`src/rtl/ps2_key_fifo.sv`:
```
// PS/2 set-2 byte decoder feeding a show-ahead event FIFO for MIO_BUS.
// Each event is {brk, ext, code[7:0]}; a CPU read pops the head.
module ps2_key_fifo #(
  parameter int DEPTH   = 8,
  parameter int AW      = 3,
  parameter int TIMEOUT = 2000000
) (
  input  logic          clk,
  input  logic          rst,
  input  logic [7:0]    ps2_byte,
  input  logic          ps2_ready,
  input  logic          rd,
  input  logic          clr_ovf,
  output logic [9:0]    key_out,
  output logic          key_valid,
  output logic          full,
  output logic          overflow,
  output logic [AW:0]   count
);

  localparam int TW = $clog2(TIMEOUT + 1);

  typedef enum logic [2:0] {
    S_IDLE,
    S_EXT,
    S_BRK,
    S_EXTBRK,
    S_SKIP
  } state_t;

  state_t          state_q, state_d;
  logic [2:0]      skip_q, skip_d;
  logic [TW-1:0]   tmo_q, tmo_d;
  logic            rdy_q;
  logic            byte_stb;
  logic            push_req;
  logic [9:0]      push_data;

  logic [9:0]      mem_q [DEPTH];
  logic [AW-1:0]   wr_ptr_q, wr_ptr_d;
  logic [AW-1:0]   rd_ptr_q, rd_ptr_d;
  logic [AW:0]     count_q, count_d;
  logic            ovf_q, ovf_d;
  logic            is_full;
  logic            pop;
  logic            push_ok;
  logic            drop;

  // Keyboard status/ack bytes that never carry a keystroke.
  function automatic logic is_status(input logic [7:0] b);
    case (b)
      8'h00, 8'hAA, 8'hEE, 8'hFA, 8'hFC, 8'hFE, 8'hFF: return 1'b1;
      default: return 1'b0;
    endcase
  endfunction

  assign byte_stb = ps2_ready & ~rdy_q;

  always_comb begin
    state_d   = state_q;
    skip_d    = skip_q;
    tmo_d     = tmo_q;
    push_req  = 1'b0;
    push_data = '0;
    if (byte_stb) begin
      tmo_d = '0;
      case (state_q)
        S_IDLE: begin
          if (ps2_byte == 8'hE0) begin
            state_d = S_EXT;
          end else if (ps2_byte == 8'hF0) begin
            state_d = S_BRK;
          end else if (ps2_byte == 8'hE1) begin
            state_d = S_SKIP;
            skip_d  = 3'd7;
          end else if (!is_status(ps2_byte)) begin
            push_req  = 1'b1;
            push_data = {2'b00, ps2_byte};
          end
        end
        S_EXT: begin
          if (ps2_byte == 8'hF0) begin
            state_d = S_EXTBRK;
          end else if (ps2_byte != 8'hE0) begin
            push_req  = 1'b1;
            push_data = {2'b01, ps2_byte};
            state_d   = S_IDLE;
          end
        end
        S_BRK: begin
          push_req  = 1'b1;
          push_data = {2'b10, ps2_byte};
          state_d   = S_IDLE;
        end
        S_EXTBRK: begin
          push_req  = 1'b1;
          push_data = {2'b11, ps2_byte};
          state_d   = S_IDLE;
        end
        S_SKIP: begin
          skip_d = skip_q - 3'd1;
          if (skip_q <= 3'd1) state_d = S_IDLE;
        end
        default: state_d = S_IDLE;
      endcase
    end else if (state_q == S_IDLE) begin
      tmo_d = '0;
    end else if (tmo_q == TW'(TIMEOUT - 1)) begin
      // A stalled prefix is abandoned so the next byte starts fresh.
      state_d = S_IDLE;
      tmo_d   = '0;
    end else begin
      tmo_d = tmo_q + 1'b1;
    end
  end

  always_comb begin
    is_full  = (count_q == (AW+1)'(DEPTH));
    pop      = rd && (count_q != '0);
    push_ok  = push_req && (!is_full || pop);
    drop     = push_req && is_full && !pop;
    wr_ptr_d = push_ok ? wr_ptr_q + AW'(1) : wr_ptr_q;
    rd_ptr_d = pop ? rd_ptr_q + AW'(1) : rd_ptr_q;
    case ({push_ok, pop})
      2'b10:   count_d = count_q + 1'b1;
      2'b01:   count_d = count_q - 1'b1;
      default: count_d = count_q;
    endcase
    // A drop in the same cycle as clr_ovf keeps the flag set.
    if (drop)         ovf_d = 1'b1;
    else if (clr_ovf) ovf_d = 1'b0;
    else              ovf_d = ovf_q;
  end

  always_ff @(posedge clk) begin
    if (rst) begin
      state_q  <= S_IDLE;
      skip_q   <= '0;
      tmo_q    <= '0;
      rdy_q    <= 1'b0;
      wr_ptr_q <= '0;
      rd_ptr_q <= '0;
      count_q  <= '0;
      ovf_q    <= 1'b0;
    end else begin
      state_q  <= state_d;
      skip_q   <= skip_d;
      tmo_q    <= tmo_d;
      rdy_q    <= ps2_ready;
      wr_ptr_q <= wr_ptr_d;
      rd_ptr_q <= rd_ptr_d;
      count_q  <= count_d;
      ovf_q    <= ovf_d;
    end
  end

  always_ff @(posedge clk) begin
    if (!rst && push_ok) mem_q[wr_ptr_q] <= push_data;
  end

  assign key_valid = (count_q != '0);
  assign key_out   = key_valid ? mem_q[rd_ptr_q] : 10'h000;
  assign full      = is_full;
  assign overflow  = ovf_q;
  assign count     = count_q;

endmodule

```
`config.mk`:
```
export PLATFORM = sky130hd
export DESIGN_NAME = ps2_key_fifo
export DESIGN_NICKNAME = d
export VERILOG_FILES = /design/src/rtl/ps2_key_fifo.sv
export SDC_FILE = /design/constraint.sdc
export NUM_CORES = 1
export LEC_CHECK = 0
export CAP_MARGIN = 20
export CORE_MARGIN = 2
export CORE_UTILIZATION = 64
export CTS_CLUSTER_DIAMETER = 50
export DETAILED_ROUTE_END_ITERATION = 7
export GPL_TIMING_DRIVEN = 0
export PLACE_DENSITY = 0.88
export SYNTH_ARGS = -nofsm -noshare
export SYNTH_HDL_FRONTEND = slang
export SYNTH_SLANG_ARGS = --single-unit
```
`constraint.sdc`:
```
create_clock -name clk -period 8.91 [get_ports clk]
set_input_delay 1.3365 -clock clk [delete_from_list [all_inputs] [get_ports clk]]
set_output_delay 1.3365 -clock clk [all_outputs]
set_load 0.02 [all_outputs]
```
==> summary.md <==
| Metric | Value |
|---|---|
| Status | `completed` |
| Clock buffer count from CTS | `17` |
| Crit path cell chain | `clkdlybuf4s50_1 > xor2_1 > a21oi_1 > or4_4 > a31oi_4 > nor3_1 > nand3b_1 > nor2_1` |
| Post-Syn Area per Cell | `13.3 µm²` |
| IO buf count | `27` |
| Tcrit/Tclk final | `48.8%` |
| Gr ovfl total | `0` |
| 1st-iter DRT viols | `299` |
| Final Max Slew Viols | `0` |
| Initial antenna violation count | `0` |
| Critical Path Start Type | `input port` |
| First-pass GRT wire length | `17500 µm` |
| Max Cap Viol | `0` |
| Fmax achieved | `around 230 MHz` |
| Tmin final | `4.35 ns` |
| H-tree levels | `4` |
| Routed Antenna Nets | `0` |
| Clock root buffer master | `clkbuf_8` |
| # DRC | `0` |
| Post-synth EDFFs | `80` |
| Syn nets | `421` |
| Sequential area share after synthesis | `61.1%` |
| Final WL | `approximately 11000 µm` |
| Slew HR | `~28%` |
| Power Dens Cells | `about 270 mW/mm²` |
| Via Count | `roughly 3500` |
| Die Wd | `between 90 and 100 µm` |
| CTS tree | `done` |
| Most frequent cells in the layout | `edfxtp_1, nor2_1, dfxtp_1` |
| 1st-pass router iterations | `5` |
| I/O Pins | `30` |
| Chip Height | `roughly 95 µm` |
| Initial Util | `65.3%` |
| WL per Instance | `19.5 µm` |
| CP Max Fanout | `10` |
| Slowest stage delay, CP | `just under 0.9 ns` |
| Placed cells | `536` |
| Cells after synthesis | `400` |
| Dominant synthesized flop cell | `edfxtp_1` |
| Post-synth top area cell | `edfxtp_1` |
| Vias in the first global route | `3351` |
| Mapped Area | `0.00531 mm²` |
| Post-synthesis cell type count | `50` |
| Nets@finish | `473` |
| Postcts setup bufs | `0` |
| Crit path max-delay cell type | `nor2_1` |
| Hpwl dp | `7150 µm` |
| Post-synth top area share | `45.2%` |
| Cts hold-fix bufs | `0` |
| Warnings, synthesis | `0` |
| Fraction of layout cells with a size suffix above 1 | `17.0%` |
| Async set-reset flop share out of synthesis | `0%` |
| Leading cell type in the layout, fill and taps excluded | `edfxtp_1` |
| CP Data Required Time | `around 9 ns` |
| Hold WS | `0.472 ns` |
| Die area | `0.00904 mm²` |
| Crit path DAT | `4.47 ns` |
| Setup TNS | `0 ns` |
| Buf+Inv Stages, Crit Path | `1` |
| RSZ-0062 raised after global routing | `no` |
| Synth area leaders | `edfxtp_1, dfxtp_1, mux4_2, nor2_1, xor2_1` |
| CP delay by family, top | `simple AND/OR/NAND/NOR gates` |
| Clock skew | `0.00739 ns` |
| Crit Path Category | `in -> reg` |
| GRT Resource Usage Total | `roughly a quarter` |
| Synth Register Bits | `122` |
| LEAKAGE | `about 2.1 nW` |
| Area grow syn2layout | `20.2%` |
| # resized after CTS | `0` |
| ANT cells | `0` |
| Fin. Hold Viols | `0` |
| Post-route insts no fill | `570` |
| Reg clk slew, reported paths | `approximately 0.060 ns` |
| Vias per inst | `6.09` |
| Crit path capture type | `register` |
| Max VDD drop | `187 µV` |
| Worst Tran Pin Value | `1.07 ns` |
| Placer Congestion | `0.860` |
| Final number of setup-violating endpoints | `0` |
| Placeable Area | `0.00813 mm²` |
| Worst min-delay path class | `reg -> reg` |
| Clk_lat worst skew | `0.51 ns` |
| Largest net degree at the start of global routing | `17` |
| Clk sinks | `122` |
| Num rows | `33` |
| Clk buf depth | `2` |
area by class of cell:
cell class | count | area, µm²
multi-input combinational | 252 | 1990
sequential | 122 | 3240
buffer | 17 | 70.1
clock inverter | 15 | 175
inverter | 9 | 33.8
tap | 105 | 131
timing repair buffer | 33 | 327
clock buffer | 17 | 414
fill | 467 | 1750
stage by stage:
stage | worst slack, ns | instance area, µm² | total power [mW] | util (%)
after floorplan | 4.75 | 5310 | 0.922 | -
after global placement | 3.17 | 5710 | 1.07 | 70.2
after detailed placement | 4.12 | 5780 | 1.08 | 71.1
after CTS | 4.49 | 6370 | 1.75 | 78.3
after global routing | 4.37 | 6390 | 1.81 | 78.5
final | 4.56 | 6390 | 1.74 | 78.5
cells in the mapped netlist (all sizes together) (8+ instances only):
cell and number:
clkbuf 12, and3 9, xor2 18, mux2i 13, inv 9, edfxtp 80, dfxtp 42, nor2 60
and2 8, nor2b 8, mux4 20, nand2 16, a21oi 11, nand3 12
logic make-up (layout without fill, tap and decap cells):
| family | after synthesis | in the layout | share of synthesized area [%] |
|---|---|---|---|
| flops | 122 | 122 | 61.1 |
| fa+ha+maj | 8 | 8 | 2.03 |
| simple gates | 154 | 154 | 15.0 |
| buf+inv | 26 | 91 | 1.96 |
| compound gates | 29 | 29 | 4.03 |
| mux | 36 | 36 | 11.8 |
| xor+xnor | 25 | 25 | 4.12 |
report_power, final:
group | total [mW] | switching (mW) | internal [mW]
Sequential | 0.645 | 0.0204 | 0.624
Combinational | 0.428 | 0.228 | 0.200
Clock | 0.670 | 0.245 | 0.425
Total | 1.74 | 0.494 | 1.25
flip-flops by register name, indices dropped and copies added, names as in the netlist, named ones only:
register / count
count: 4
mem_q: 80
overflow: 1
rd_ptr_q: 3
rdy_q: 1
skip_q: 3
state_q: 3
tmo_q: 21
wr_ptr_q: 3
worst paths after layout:
| path | start | to | cells after the start | slack, ns |
|---|---|---|---|---|
| max | ps2_byte[2] | mem_q[3][5]$_DFFE_PP_ | 8 | 4.56 |
| max reg2reg | state_q[0]$_SDFFE_PP0P_ | mem_q[3][5]$_DFFE_PP_ | 6 | 5.74 |
| min | tmo_q[0]$_SDFF_PP0_ | tmo_q[0]$_SDFF_PP0_ | 1 | 0.47 |
| min reg2reg | tmo_q[0]$_SDFF_PP0_ | tmo_q[0]$_SDFF_PP0_ | 1 | 0.47 |
routing by layer:
layer / GRT usage, % / share of wire [%]
met5: 0 / 0
met4: 9.54 / 2.4
met3: 5.93 / 6.6
met2: 45.3 / 51
met1: 34.0 / 40
worst register-to-register path: cells and delay by family (launching register included):
kind	cells	cell delay, ns
flip-flops	1	0.35
buffers and inverters	1	0.36
AND/OR/NAND/NOR	3	1.72
AO/OA/AOI/OAI	2	0.35
(Power assumes the default switching activity.)
